===== config.mk =====
export PLATFORM = sky130hd
export DESIGN_NAME = alu_div_iter
export DESIGN_NICKNAME = d
export VERILOG_FILES = /design/src/rtl/div_pkg.sv /design/src/rtl/div_step.sv /design/src/rtl/alu_div_iter.sv
export SDC_FILE = /design/constraint.sdc
export NUM_CORES = 1
export LEC_CHECK = 0
export BUFFER_PORTS_ARGS = -buffer_cell sky130_fd_sc_hd__buf_2
export CAP_MARGIN = 20
export CORE_ASPECT_RATIO = 1.25
export CORE_MARGIN = 3
export CORE_UTILIZATION = 35
export CTS_CLUSTER_SIZE = 28
export DETAILED_ROUTE_END_ITERATION = 7
export PLACE_DENSITY = 0.58
export SLEW_MARGIN = 20
export SYNTH_ARGS = -nofsm -noshare
export SYNTH_HDL_FRONTEND = slang
export SYNTH_SLANG_ARGS = --single-unit
export TNS_END_PERCENT = 30

===== constraint.sdc =====
create_clock -name clk -period 8.2 [get_ports clk]
set_input_delay 0.82 -clock clk [delete_from_list [all_inputs] [get_ports clk]]
set_output_delay 0.82 -clock clk [all_outputs]
set_load 0.1 [all_outputs]

===== src/rtl/div_pkg.sv =====
// rtl/div_pkg.sv - shared types for the iterative divide unit
package div_pkg;

  typedef enum logic [1:0] {
    DIV  = 2'd0,
    DIVU = 2'd1,
    REM  = 2'd2,
    REMU = 2'd3
  } div_op_e;

  typedef enum logic [1:0] {
    IDLE = 2'd0,
    CALC = 2'd1,
    DONE = 2'd2
  } div_state_e;

endpackage


===== src/rtl/div_step.sv =====
// rtl/div_step.sv - one combinational restoring-division step
module div_step #(
  parameter int WIDTH = 32
) (
  input  logic [WIDTH:0]   rem,
  input  logic [WIDTH-1:0] quo,
  input  logic [WIDTH-1:0] divisor,
  output logic [WIDTH:0]   rem_next,
  output logic [WIDTH-1:0] quo_next
);

  logic [WIDTH+1:0] shifted;
  logic [WIDTH+1:0] diff;
  logic             borrow;

  // One extra top bit so the trial subtract's borrow is never lost.
  assign shifted  = {rem, quo[WIDTH-1]};
  assign diff     = shifted - {2'b00, divisor};
  assign borrow   = diff[WIDTH+1];
  assign rem_next = borrow ? shifted[WIDTH:0] : diff[WIDTH:0];
  assign quo_next = {quo[WIDTH-2:0], ~borrow};

endmodule


===== src/rtl/alu_div_iter.sv =====
// rtl/alu_div_iter.sv - iterative RISC-V DIV/DIVU/REM/REMU unit, one bit per cycle
module alu_div_iter
  import div_pkg::*;
#(
  parameter  int WIDTH = 32,
  localparam int CNT_W = $clog2(WIDTH) + 1
) (
  input  logic             clk,
  input  logic             rst_n,
  input  logic             enable_i,
  input  div_op_e          operator_i,
  input  logic [WIDTH-1:0] operand_a_i,
  input  logic [WIDTH-1:0] operand_b_i,
  output logic             ready_o,
  output logic             valid_o,
  output logic [WIDTH-1:0] result_o,
  input  logic             ex_ready_i
);

  div_state_e       state_q, state_d;
  logic [CNT_W-1:0] cnt_q;
  logic [WIDTH:0]   rem_q;
  logic [WIDTH-1:0] quo_q, dvsr_q, result_q;
  logic             is_rem_q, neg_q_q, neg_r_q;

  logic             is_signed, is_rem, a_neg, b_neg, div_zero, ovf;
  logic [WIDTH-1:0] abs_a, abs_b, short_res, q_fix, r_fix;
  logic [WIDTH:0]   rem_nx;
  logic [WIDTH-1:0] quo_nx;

  assign is_signed = (operator_i == DIV) || (operator_i == REM);
  assign is_rem    = (operator_i == REM) || (operator_i == REMU);
  assign a_neg     = is_signed && operand_a_i[WIDTH-1];
  assign b_neg     = is_signed && operand_b_i[WIDTH-1];
  // -2^(WIDTH-1) negates to itself, which is the right unsigned magnitude.
  assign abs_a     = a_neg ? -operand_a_i : operand_a_i;
  assign abs_b     = b_neg ? -operand_b_i : operand_b_i;
  assign div_zero  = (operand_b_i == '0);
  assign ovf       = is_signed && (operand_a_i == {1'b1, {(WIDTH-1){1'b0}}})
                     && (operand_b_i == '1);

  always_comb begin
    short_res = '0;
    if (div_zero)
      short_res = is_rem ? operand_a_i : '1;
    else if (ovf)
      short_res = is_rem ? '0 : operand_a_i;
  end

  div_step #(.WIDTH(WIDTH)) u_step (
    .rem      (rem_q),
    .quo      (quo_q),
    .divisor  (dvsr_q),
    .rem_next (rem_nx),
    .quo_next (quo_nx)
  );

  assign q_fix = neg_q_q ? -quo_nx : quo_nx;
  assign r_fix = neg_r_q ? -rem_nx[WIDTH-1:0] : rem_nx[WIDTH-1:0];

  always_comb begin
    state_d = state_q;
    case (state_q)
      IDLE:    if (enable_i) state_d = (div_zero || ovf) ? DONE : CALC;
      CALC:    if (cnt_q == CNT_W'(1)) state_d = DONE;
      DONE:    if (ex_ready_i) state_d = IDLE;
      default: state_d = IDLE;
    endcase
  end

  always_ff @(posedge clk) begin
    if (!rst_n) begin
      state_q  <= IDLE;
      cnt_q    <= '0;
      rem_q    <= '0;
      quo_q    <= '0;
      dvsr_q   <= '0;
      result_q <= '0;
      is_rem_q <= 1'b0;
      neg_q_q  <= 1'b0;
      neg_r_q  <= 1'b0;
    end else begin
      state_q <= state_d;
      case (state_q)
        IDLE: if (enable_i) begin
          is_rem_q <= is_rem;
          neg_q_q  <= a_neg ^ b_neg;
          neg_r_q  <= a_neg;
          rem_q    <= '0;
          quo_q    <= abs_a;
          dvsr_q   <= abs_b;
          cnt_q    <= CNT_W'(WIDTH);
          if (div_zero || ovf) result_q <= short_res;
        end
        CALC: begin
          rem_q <= rem_nx;
          quo_q <= quo_nx;
          cnt_q <= cnt_q - CNT_W'(1);
          if (cnt_q == CNT_W'(1)) result_q <= is_rem_q ? r_fix : q_fix;
        end
        default: ;
      endcase
    end
  end

  assign ready_o  = rst_n && (state_q == IDLE);
  assign valid_o  = (state_q == DONE);
  assign result_o = result_q;

endmodule


==> impl_metrics.ini <==
[run_status]
status = complete, no violations

[pwr]
combPwrFrac = 0.603
p_switching_mw = 2.04
seqPwrFrac = 0.200
p_per_area_mw_per_mm2 = 321
p_clk_frac = 0.197
vdd_drop_max_uv = 163
cell_internal_pwr_mw = 2.08
swShare = 0.495
p_leak_nw = 4.82

[yosys]
yosysWarnings = 0
async_flop_share = 0
avgSynthCellArea_sq_um = 7.31
syn_area_sq_mm = 0.0115
synth-edff-count = 0
synth_flop_cell = dfxtp_1
netlist-cell-type-count = 89
synth_cells = 1567
ys_seq_area_frac = 0.245
synthesis.nets = 1677
synth_seq_cells = 140

[placed_design]
gp_congestion = 0.915
hpwlAfterDp_mm = 30.7
io_buffers = 103
dp.cells = 1998

[timing]
grt_setup_unrepaired = false
fin_setup_tns_ns = 0
fin_crit_sh = 0.667
maxSlewViolCount = 0
worstMarginPinSlew_ns = 1.17
fin_skew_ns = 0.0108
max_freq_ghz = 0.183
hold_ws_ns = 0.442
relSlewSlack = 0.216
finalSetupViolCount = 0
fin_crit_ns = 5.47
hold_viol = 0

[setup_path]
r2r-start = dvsr_q[20]
cp_max_fo = 24
worstPathArrival_ns = 5.78
worstSetupPathType = reg -> reg
crit_path_start_kind = flip-flop
reg2reg_depth = 18
r2r_end = result_o[30]
worstSetupEndpointType = flip-flop
r2r_slack_ns = 2.73
required_ns = 8.51

[clocking]
ctsLongestPathBuffers = 2
clkLatencyLatePin_ns = 0.44
cts_setup_buffers = 0
h-tree-depth = 4
postCtsHoldBufs = 0
clock_sinks = 140
cts_tree = yes
clkTransAtPathRegs_ns = 0.06
cts_resized = 0
cts_made_buffers = 17
root_buffer = clkbuf_16

[layout]
multiInputGateArea_sq_mm = 0.00802
fin_nets = 1715
drive_above_1_share = 0.122
fin_cells = 2029
antenna-diode-count = 0
layout.area.seq_sq_mm = 0.00280
syn_to_final_growth_pct = 11.9
nFillCells = 3291

[floorplanning]
num_rows = 73
io_pins = 104
initial_core_util = 0.357
core-area_sq_mm = 0.0321
die_h_microns = 208
chipWidth_microns = 168
dieArea_sq_mm = 0.0350

[route]
wl_per_cell_microns = 20.2
first_pass_iters = 5
drc = 0
dr_total_vias = 12000
totalWireLength_mm = 41.0
drtIter0Drc = 835
ant_nets = 0
vias_per_cell = 5.93

[worst_hold_path]
min_to = result_o[13]
hp-start = result_o[13]
holdPathStages = 2
min_path_type = reg -> reg

[global_routing]
antenna_found_initial = 0
grt_pass1_vias = 11400
grt_start_max_net_pins = 73
grt_pass1_wl_mm = 63.9
grt.total_usage = 0.226
gr-total-overflow = 0

[job]
drv_cap = 0
==> routing by layer <==
metal,track usage,routed length [microns]
met1,0.277,17100
met4,0.131,2530
met5,0,0
met2,0.380,19300
met3,0.0283,2020
==> synthesized netlist by cell type (9+ instances only) <==
cell type | number | area share
a31oi_1 | 40 | 0.022
o21ai_0 | 67 | 0.029
nor4_1 | 17 | 0.0093
o21a_1 | 9 | 0.0059
or3_1 | 20 | 0.011
a21oi_1 | 177 | 0.077
xnor2_1 | 68 | 0.052
clkbuf_1 | 69 | 0.023
a22oi_1 | 34 | 0.022
and2_1 | 9 | 0.0049
dfxtp_1 | 140 | 0.24
nand2b_1 | 9 | 0.0049
a211oi_1 | 55 | 0.036
nor2_1 | 163 | 0.053
mux2i_1 | 26 | 0.023
nand3_1 | 36 | 0.016
nor3_1 | 42 | 0.018
ha_1 | 39 | 0.043
and3_1 | 12 | 0.0066
inv_1 | 60 | 0.020
or4_1 | 14 | 0.0092
nand4_1 | 29 | 0.016
buf_1 | 9 | 0.0029
xor2_1 | 53 | 0.041
nand2_1 | 153 | 0.050
a21o_1 | 14 | 0.0092
buf_2 | 20 | 0.0087
o31ai_1 | 28 | 0.018
==> registers in the layout, summed over array words and instances, names as in the netlist <==
signal,cells
rem_q,33
dvsr_q,32
quo_q,32
result_o,32
cnt_q,6
state_q,2
is_rem_q,1
neg_q_q,1
neg_r_q,1
==> per-stage QoR <==
stage	worst slack (ns)	cell area, sq um	total power, mW	util
2_1_floorplan	3.82	11500	2.66	-
3_3_place_gp	3.04	12200	3.24	0.381
3_5_place_dp	2.86	12200	3.25	0.381
4_1_cts	2.84	12800	4.07	0.400
5_1_grt	2.34	12800	4.36	0.400
6_report	2.73	12800	4.12	0.400
==> power groups by stage <==
stage | registers (mW) | logic (mW) | clock network (mW)
after CTS | 0.822 | 2.43 | 0.816
after detailed placement | 0.836 | 2.41 | 0
final | 0.825 | 2.48 | 0.811
after floorplan | 0.877 | 1.78 | 0
after global routing | 0.833 | 2.69 | 0.842
after global placement | 0.835 | 2.41 | 0
==> worst max-delay path by stage <==
| stage | slack (ns) | startpoint | end | depth (start not counted) |
|---|---|---|---|---|
| final | 2.73 | dvsr_q[20] | result_o[30] | 18 |
| after global routing | 2.34 | dvsr_q[20] | result_o[30] | 18 |
| after CTS | 2.84 | dvsr_q[26] | result_o[30] | 18 |
| after detailed placement | 2.86 | dvsr_q[20] | result_o[30] | 18 |
| after global placement | 3.04 | dvsr_q[20] | result_o[30] | 18 |
| after floorplan | 3.82 | dvsr_q[17] | result_o[16] | 23 |
==> worst max-delay path, cell delays in order, from the launching register on <==
cell and delay [ns]:
dfxtp_1 0.32, inv_1 0.04, ha_1 0.36, a21oi_1 0.20
o21ai_1 0.18, a211oi_1 0.27, o21ai_0 0.25, nor3_2 0.94
nor2_4 0.34, o21ai_0 0.37, ha_1 0.25, nand2_1 0.06
nor3_1 0.18, nor4b_1 0.27, a21oi_1 0.19, nor2_1 0.46
nand3_2 0.23, o41ai_1 0.29, o21ai_1 0.12
==> layout make-up <==
type / instances / share of cell area
multi-input combinational: 1264 / 0.625
timing repair buffer: 121 / 0.0508
clock inverter: 10 / 0.0110
inverter: 61 / 0.0180
clock buffer: 21 / 0.0359
sequential: 140 / 0.219
tap: 412 / 0.0402
==> cells in the final DEF (no fill, tap or decap), types with 5 or more instances in the layout <==
cell         n
a211o_1      6
or3_1       20
a311oi_1     8
and2_1       8
xnor2_1     68
or2_2        5
o21bai_1     5
o21a_1       9
a21oi_1    176
o21ai_0     67
nor2_1     162
nand3_1     36
mux2i_1     26
ha_1        39
a211oi_1    55
buf_2      103
a31oi_1     40
nand2_1    152
dfxtp_1    140
nor2b_1      7
o31ai_1     28
and3_1      12
a21o_1      14
clkbuf_16   17
nor4_1      17
nand2b_1     8
buf_4       18
o211ai_1     8
inv_1       60
nor3_1      42
o21ai_1      6
a22oi_1     34
or4_1       14
nand4_1     29
nand3b_1     8
o41ai_1      8
xor2_1      53
==> cell families after synthesis <==
family	Yosys count	share of synthesized area
AND/OR/NAND/NOR	552	0.237
AO/OA/AOI/OAI	519	0.294
flip-flops	140	0.245
adder cells (fa/ha/maj)	40	0.0443
XOR/XNOR	121	0.0925
buffers and inverters	163	0.0577
multiplexers	32	0.0296
(Power assumes the default switching activity.)
